--- src/rtl/async_queue_pkg.sv ---
// ----------------------------------------------------------------------------
// async_queue_pkg : shared sizing and Gray helper for the async queue sink
// Rev 1.0
// ----------------------------------------------------------------------------
`default_nettype none

package async_queue_pkg;

  localparam int WIDTH = 15;
  localparam int DEPTH = 8;
  localparam int SYNC  = 3;
  localparam int IDX_W = $clog2(DEPTH);
  localparam int PTR_W = IDX_W + 1;

  function automatic logic [PTR_W-1:0] bin2gray(input logic [PTR_W-1:0] bin);
    return bin ^ (bin >> 1);
  endfunction

endpackage

`default_nettype wire

--- src/rtl/sync_shift_reg_w4.sv ---
// ----------------------------------------------------------------------------
// sync_shift_reg_w4 : multi-stage synchronizer for a 4-bit Gray pointer
// Rev 1.0
// ----------------------------------------------------------------------------
`default_nettype none

module sync_shift_reg_w4
  import async_queue_pkg::*;
#(
  parameter int STAGES = async_queue_pkg::SYNC
) (
  input  logic             clock,
  input  logic             reset,
  input  logic [PTR_W-1:0] d,
  output logic [PTR_W-1:0] q
);

  logic [STAGES-1:0][PTR_W-1:0] stages_q;
  logic [STAGES-1:0][PTR_W-1:0] stages_d;

  always_comb begin
    stages_d    = stages_q;
    stages_d[0] = d;
    for (int i = 1; i < STAGES; i++) begin
      stages_d[i] = stages_q[i-1];
    end
  end

  always_ff @(posedge clock) begin
    if (reset) begin
      stages_q <= '0;
    end else begin
      stages_q <= stages_d;
    end
  end

  assign q = stages_q[STAGES-1];

endmodule

`default_nettype wire

--- src/rtl/async_queue_sink_w15.sv ---
// ----------------------------------------------------------------------------
// async_queue_sink_w15 : sink half of a Gray-pointer asynchronous queue
// Rev 1.0
// ----------------------------------------------------------------------------
`default_nettype none

module async_queue_sink_w15
  import async_queue_pkg::*;
#(
  parameter int WIDTH = async_queue_pkg::WIDTH,
  parameter int DEPTH = async_queue_pkg::DEPTH,
  parameter int SYNC  = async_queue_pkg::SYNC
) (
  input  logic                   clock,
  input  logic                   reset,
  input  logic [WIDTH*DEPTH-1:0] io_async_mem,
  input  logic [PTR_W-1:0]       io_async_widx,
  output logic [PTR_W-1:0]       io_async_ridx,
  output logic                   io_deq_valid,
  output logic [WIDTH-1:0]       io_deq_bits,
  input  logic                   io_deq_ready
);

  localparam int AW = $clog2(DEPTH);

  logic [PTR_W-1:0] widx_s;
  logic [PTR_W-1:0] ridx_q,      ridx_d;
  logic [PTR_W-1:0] ridx_gray_q, ridx_gray_d;
  logic             valid_q,     valid_d;
  logic [WIDTH-1:0] bits_q,      bits_d;
  logic [PTR_W-1:0] ridx_next;
  logic             transfer;
  logic             empty;
  logic [WIDTH-1:0] mem_entry [DEPTH];

  sync_shift_reg_w4 #(
    .STAGES (SYNC)
  ) u_widx_sync (
    .clock (clock),
    .reset (reset),
    .d     (io_async_widx),
    .q     (widx_s)
  );

  generate
    for (genvar gi = 0; gi < DEPTH; gi++) begin : g_mem_unpack
      assign mem_entry[gi] = io_async_mem[gi*WIDTH +: WIDTH];
    end
  endgenerate

  // Empty is judged against the post-transfer pointer so a queued entry
  // follows the consumed one without a bubble.
  always_comb begin
    transfer    = valid_q & io_deq_ready;
    ridx_next   = ridx_q + {{(PTR_W-1){1'b0}}, transfer};
    empty       = (bin2gray(ridx_next) == widx_s);
    ridx_d      = ridx_next;
    ridx_gray_d = bin2gray(ridx_next);
    valid_d     = !empty;
    bits_d      = bits_q;
    if (!empty) begin
      bits_d = mem_entry[ridx_next[AW-1:0]];
    end
  end

  always_ff @(posedge clock) begin
    if (reset) begin
      ridx_q      <= '0;
      ridx_gray_q <= '0;
      valid_q     <= 1'b0;
      bits_q      <= '0;
    end else begin
      ridx_q      <= ridx_d;
      ridx_gray_q <= ridx_gray_d;
      valid_q     <= valid_d;
      bits_q      <= bits_d;
    end
  end

  assign io_async_ridx = ridx_gray_q;
  assign io_deq_valid  = valid_q;
  assign io_deq_bits   = bits_q;

endmodule

`default_nettype wire
--- config.mk ---
export PLATFORM = sky130hd
export DESIGN_NAME = async_queue_sink_w15
export DESIGN_NICKNAME = d
export VERILOG_FILES = /design/src/rtl/async_queue_pkg.sv /design/src/rtl/sync_shift_reg_w4.sv /design/src/rtl/async_queue_sink_w15.sv
export SDC_FILE = /design/constraint.sdc
export NUM_CORES = 1
export LEC_CHECK = 0
export ABC_AREA = 1
export BUFFER_PORTS_ARGS = -buffer_cell sky130_fd_sc_hd__buf_2
export CAP_MARGIN = 25
export CORE_MARGIN = 1.5
export CORE_UTILIZATION = 44
export DETAILED_ROUTE_END_ITERATION = 7
export PLACE_DENSITY_LB_ADDON = 0.2
export SLEW_MARGIN = 15
export SYNTH_ARGS = -nofsm -noshare
export SYNTH_HDL_FRONTEND = slang
export SYNTH_SLANG_ARGS = --single-unit
--- constraint.sdc ---
create_clock -name clock -period 3.2 [get_ports clock]
set_clock_uncertainty 0.1 [all_clocks]
set_input_delay 0.8 -clock clock [delete_from_list [all_inputs] [get_ports clock]]
set_output_delay 0.8 -clock clock [all_outputs]
set_load 0.005 [all_outputs]
==> out/results.ini, run 1 <==
[outcome]
status=finished, final reports clean

[floorplanning]
row_count=27
dieArea_sq_um=6235
num_io_pins=147
die_x_um=78.96
start_util_pct=45.82
core_sq_um=5540
die_height_um=78.96

[critical_path]
worst-path-buf-inv=3
cp_cell_sequence=buf_2 > nand2_1 > inv_1 > ha_2 > ha_2 > inv_1 > nand2_2 > nand2_2 > nand2_1 > nand3_1 > nand2_2 > nand3_2 > nor2_4 > nor2_1 > nor2_1
crit_fanout=20
rr_startpoint=io_deq_valid
required_ps=3310
crit_path_end_kind=register
crit_family=simple AND/OR/NAND/NOR gates
critPathMaxStageDelay_ps=340
worstSetupStartpointType=input pin
rr_worst_depth=14
rr_endpoint=io_deq_bits[13]
critPathMostFrequentCell=nand2_2
worst_ep_arrival_time_ps=2740
path_class=in -> reg
reg2reg_slack_ps=800
critPathSlowestCell=nor2_4

[cells_and_area]
final_common_cell=buf_2
n_fill_cell=596
final_cell_mix=buf_2, nor2_1, nand2_1
utilization_pct=61.04
area_growth_pct=33.22
nets=717
layout-drive-gt1-share_pct=30.44
diodes=0

[sta]
hold_viol=0
setup_viol=0
rsz0062_at_grt=no
maxSlewViolCount=0
maxSlewHeadroom_pct=70.59
setup-tns-final_ps=0
worst_slew_pin_slew_ps=440.6
layout_setup_ws_ps=570.9
fmax_mhz=380.4
fin_crit_ps=2629
post-route-period-util_pct=82.16

[placement]
dp_slack_ps=282.3
port_buffers=146
gp_congestion=0.8268
place_hpwl_um=6239

[min_path]
whs_path_depth=2
hold_path_class=reg -> reg
hold_path.startpoint=u_widx_sync.stages_d[7]
holdPathEnd=u_widx_sync.stages_d[11]

[yosys]
synth_seq_cells=35
syn_area_sq_um=2539
synthDistinctLibCells=20
synthCells=457
avgSynthCellArea_sq_um=5.555
synth_nets=586
synth_warnings=0
yosysSeqAreaShare_pct=27.60

[grt]
grt_pass1_vias=2795
grt_max_degree=49
grt_overflow=0
grt_pass1_wl_um=12530
grt_use_total_pct=25.23
antenna_found_initial=0

[clocking]
clockBufferDepth=2
cts-resized-gates=0
clock-sinks=35
path_clk_slew_ps=70
root_buffer=clkbuf_8
clock_latency_ps=280
ctsHoldBuffers=0
post_cts_buffers=0
cts_made_buffers=5
htreeDepth=2
cts_tree=done

[detailed_routing]
routed_wl_um=7848
drtPass1Iterations=4
vias=3219
via_per_inst=4.877
drt_iter0_drc=150
postRouteAntennaNets=0
drc_errors=0
wire_per_inst_um=11.89

[power]
p_total_w=0.001444
p_leak_nw=1.869
p_per_area_nw_per_um2=427.0
ir_worst_vdd_v=0.0002267

[run]
drv_cap=0

report_power, final:
part	internal, W	switching, W	total, W
registers	0.000493	0.0000309	0.000524
clock network	0.000169	0.000149	0.000318
logic	0.000251	0.000352	0.000603
layout make-up:
type / count / area [sq um] / share of cell area (%)
inverters: 40 / 150.1 / 4.440
clock buffers: 6 / 82.58 / 2.442
flip-flops and latches: 35 / 700.7 / 20.72
clock inverters: 1 / 5.005 / 0.1480
well taps: 72 / 90.09 / 2.664
multi-input cells: 352 / 1550 / 45.84
repair buffers: 154 / 803.3 / 23.75
synthesized netlist by cell type (all sizes together):
cell type	number	area share, %
ha	2	0.99
nand3	32	6.9
dfxtp	35	28
o21ai	60	12
inv	40	5.9
clkbuf	18	2.7
nor2	110	17
buf	12	3.0
nand4	2	0.49
a21oi	33	6.5
nand2	113	17
through the flow:
step | area (sq um) | hold WS (ps) | std cells
finish | 3382 | 304.7 | 660
global route | 3382 | 328.3 | 660
CTS | 3382 | 307.3 | 660
detailed placement | 3294 | 296.3 | 653
global placement | 3294 | 289.3 | 653
floorplan | 2539 | 288.3 | 457
state kept, by name (all words and copies together) (netlist names):
name / flops
io_async_ridx: 3
io_deq_bits: 15
io_deq_valid: 1
ridx_q: 4
u_widx_sync.q: 4
u_widx_sync.stages_d: 8
how the worst max path moves through the flow:
| stage | cells after the start | start | slack (ps) | end |
|---|---|---|---|---|
| after global routing | 15 | io_deq_ready | 340 | io_deq_bits[9] |
| after detailed placement | 15 | io_deq_ready | 280 | io_deq_bits[9] |
| after global placement | 15 | io_deq_ready | 370 | io_deq_bits[2] |
| after CTS | 15 | io_deq_ready | 570 | io_deq_bits[13] |
| final | 15 | io_deq_ready | 570 | io_deq_bits[13] |
| after floorplan | 14 | io_deq_ready | 660 | io_deq_bits[0] |
per-layer routing:
| metal | vias up | routed length (um) | global-route usage, % | share of wire, % |
|---|---|---|---|---|
| met4 | 0 | 136 | 7.018 | 1.7 |
| li1 | 1696 | - | - | - |
| met3 | 14 | 472 | 5.402 | 6.0 |
| met1 | 1409 | 3303 | 31.72 | 42 |
| met5 | - | 0 | 0 | 0 |
| met2 | 100 | 3936 | 43.33 | 50 |
tightest hold or removal path, cell delays in order (launching register included):
cell     delay, ps
dfxtp_1        300
inv_1           40
nor2_1          30
cell families after synthesis:
| group | count (synthesis) | synth area share [%] |
|---|---|---|
| AOI/OAI and AO/OA | 93 | 18.33 |
| adders and majority gates | 2 | 0.9855 |
| buffers and inverters | 70 | 11.53 |
| DFF | 35 | 27.60 |
| and+or+nand+nor | 257 | 41.55 |
(Power assumes the default switching activity.)
==> inputs of run 2 (changes only) <==
- clock period: 3.2 -> 2.6 ns (I/O delays scaled with it)
==> run 2 against run 1 <==
Highest routed layer unchanged. Hold slack got worse by 3.6 ps. Non-clock buffer count grew 6. Clock power grew 38%. First-iteration DRC count grew 40%. Global-route usage is 1.8 points higher. Sequential share of layout area is 0.57 points lower. Combinational power rose by 33%. Via count is 2.1% higher. Sequential cell count unchanged. Worst setup slack got worse by 260 ps. Design area up 2.8%.
==> out/results.ini, run 2 (same netlist as run 1, synthesis figures left out) <==
[cells_and_area]
area_growth_pct=36.96
diodes=0
largest_reg_flops=15
utilization_pct=62.76
final_common_cell=buf_2
nets=723
layout-drive-gt1-share_pct=31.09
final_cell_mix=buf_2, nor2_1, nand2_1
fin_cells=667

[detailed_routing]
wire_per_inst_um=12.32
via_per_inst=4.925
drt_iter0_drc=210
vias=3285
drc_errors=0
drtPass1Iterations=4
routed_wl_um=8217
postRouteAntennaNets=0

[power]
p_per_area_nw_per_um2=541.0
ir_worst_vdd_v=0.0003101
p_leak_nw=1.913

[grt]
grt_max_degree=53
antenna_found_initial=0
grt_pass1_vias=2976
met1_usage_pct=31.78
grt_util_met3_pct=7.356
grt-busiest-layer=met2
grt_pass1_wl_um=13220
use_met2_pct=47.78
grt_use_total_pct=27.06
grt_overflow=0

[placement]
port_buffers=146
dp.cells=659
place_hpwl_um=6360
gp_congestion=0.8319

[sta]
post-route-period-util_pct=88.11
setup-tns-final_ps=0
maxSlewViolCount=0
hold_viol=0
fmax_mhz=436.5
rsz0062_at_grt=no
setup_viol=0
worst_slew_pin_slew_ps=469.3
fin_crit_ps=2291
maxSlewHeadroom_pct=68.68

[critical_path]
cp_cell_sequence=buf_2 > nand2_1 > inv_1 > ha_2 > ha_2 > inv_1 > nand2_1 > nand3_1 > nand2_1 > a21oi_1 > nand3_2 > nor2_4 > buf_12 > nor2_1 > nor2_1
worst_ep_arrival_time_ps=2410
critPathSlowestCell=ha_2
worstSetupStartpointType=input pin
required_ps=2720
critPathMostFrequentCell=nand2_1
crit_path_end_kind=register
crit_fanout=16
startpoint=io_deq_ready
critPathMaxStageDelay_ps=330
rr_startpoint=io_deq_valid
path_class=in -> reg

[floorplanning]
die_height_um=78.96
core_sq_um=5540
num_io_pins=147
row_count=27
start_util_pct=45.82
dieArea_sq_um=6235
die_x_um=78.96

[clocking]
clock_latency_ps=290
path_clk_slew_ps=60
cts_made_buffers=5
clock-sinks=35
htreeDepth=2
cts_tree=done
post_cts_buffers=0
clockBufferDepth=2
cts-resized-gates=0
ctsHoldBuffers=0
root_buffer=clkbuf_8

[run]
drv_cap=0

[min_path]
hold_path_class=reg -> reg
hold_path.startpoint=u_widx_sync.stages_d[4]

[outcome]
status=finished, final reports clean

[run 2: cell types whose count changed in the layout (fill, tap and decap cells not counted), sizes merged]
| cell | change |
|---|---|
| buf | +6 |
| clkbuf | +2 |
| clkinv | -1 |
[run 2: critical path: cells and delay by family]
family	cells	cell delay [ps]
compound gates	1	160
buf+inv	4	430
simple gates	8	630
fa+ha+maj	2	530
[run 2: cell type report]
type                            instances  area [sq um]
Fill cell                             554          2063
Multi-Input combinational cell        352          1550
Timing Repair Buffer                  160         885.9
Sequential cell                        35         700.7
Inverter                               40         150.1
Clock buffer                            8         100.1
Tap cell                               72         90.09
[run 2: final timing paths]
kind,end,slack (ps),cells past startpoint
setup / recovery,io_deq_bits[10],310,15
hold / removal,u_widx_sync.stages_d[8],300,2
setup reg to reg,io_deq_bits[10],370,14
hold reg to reg,u_widx_sync.stages_d[8],300,2
[run 2: per-stage QoR]
step | instance area (sq um) | total power [W] | hold WS [ps] | setup WS [ps]
5_1_grt | 3477 | 0.002029 | 327.9 | 144.6
4_1_cts | 3477 | 0.001888 | 301.2 | 320.0
2_1_floorplan | 2539 | 0.001130 | 288.3 | 205.7
3_3_place_gp | 3377 | 0.001435 | 291.2 | 93.36
3_5_place_dp | 3377 | 0.001447 | 292.0 | 21.12
6_report | 3477 | 0.001881 | 301.1 | 309.2
[run 2: metal layers]
layer  routed length, um  vias to the layer above
met5                   0                        -
met4                 123                        0
met1                3427                     1446
met2                4087                      118
li1                    -                     1711
met3                 579                       10
[run 2: report_power, final]
part | total, W | internal [W] | switching [W]
Clock | 0.000438 | 0.000242 | 0.000196
Combinational | 0.000800 | 0.000350 | 0.000449
Sequential | 0.000643 | 0.000607 | 0.0000369
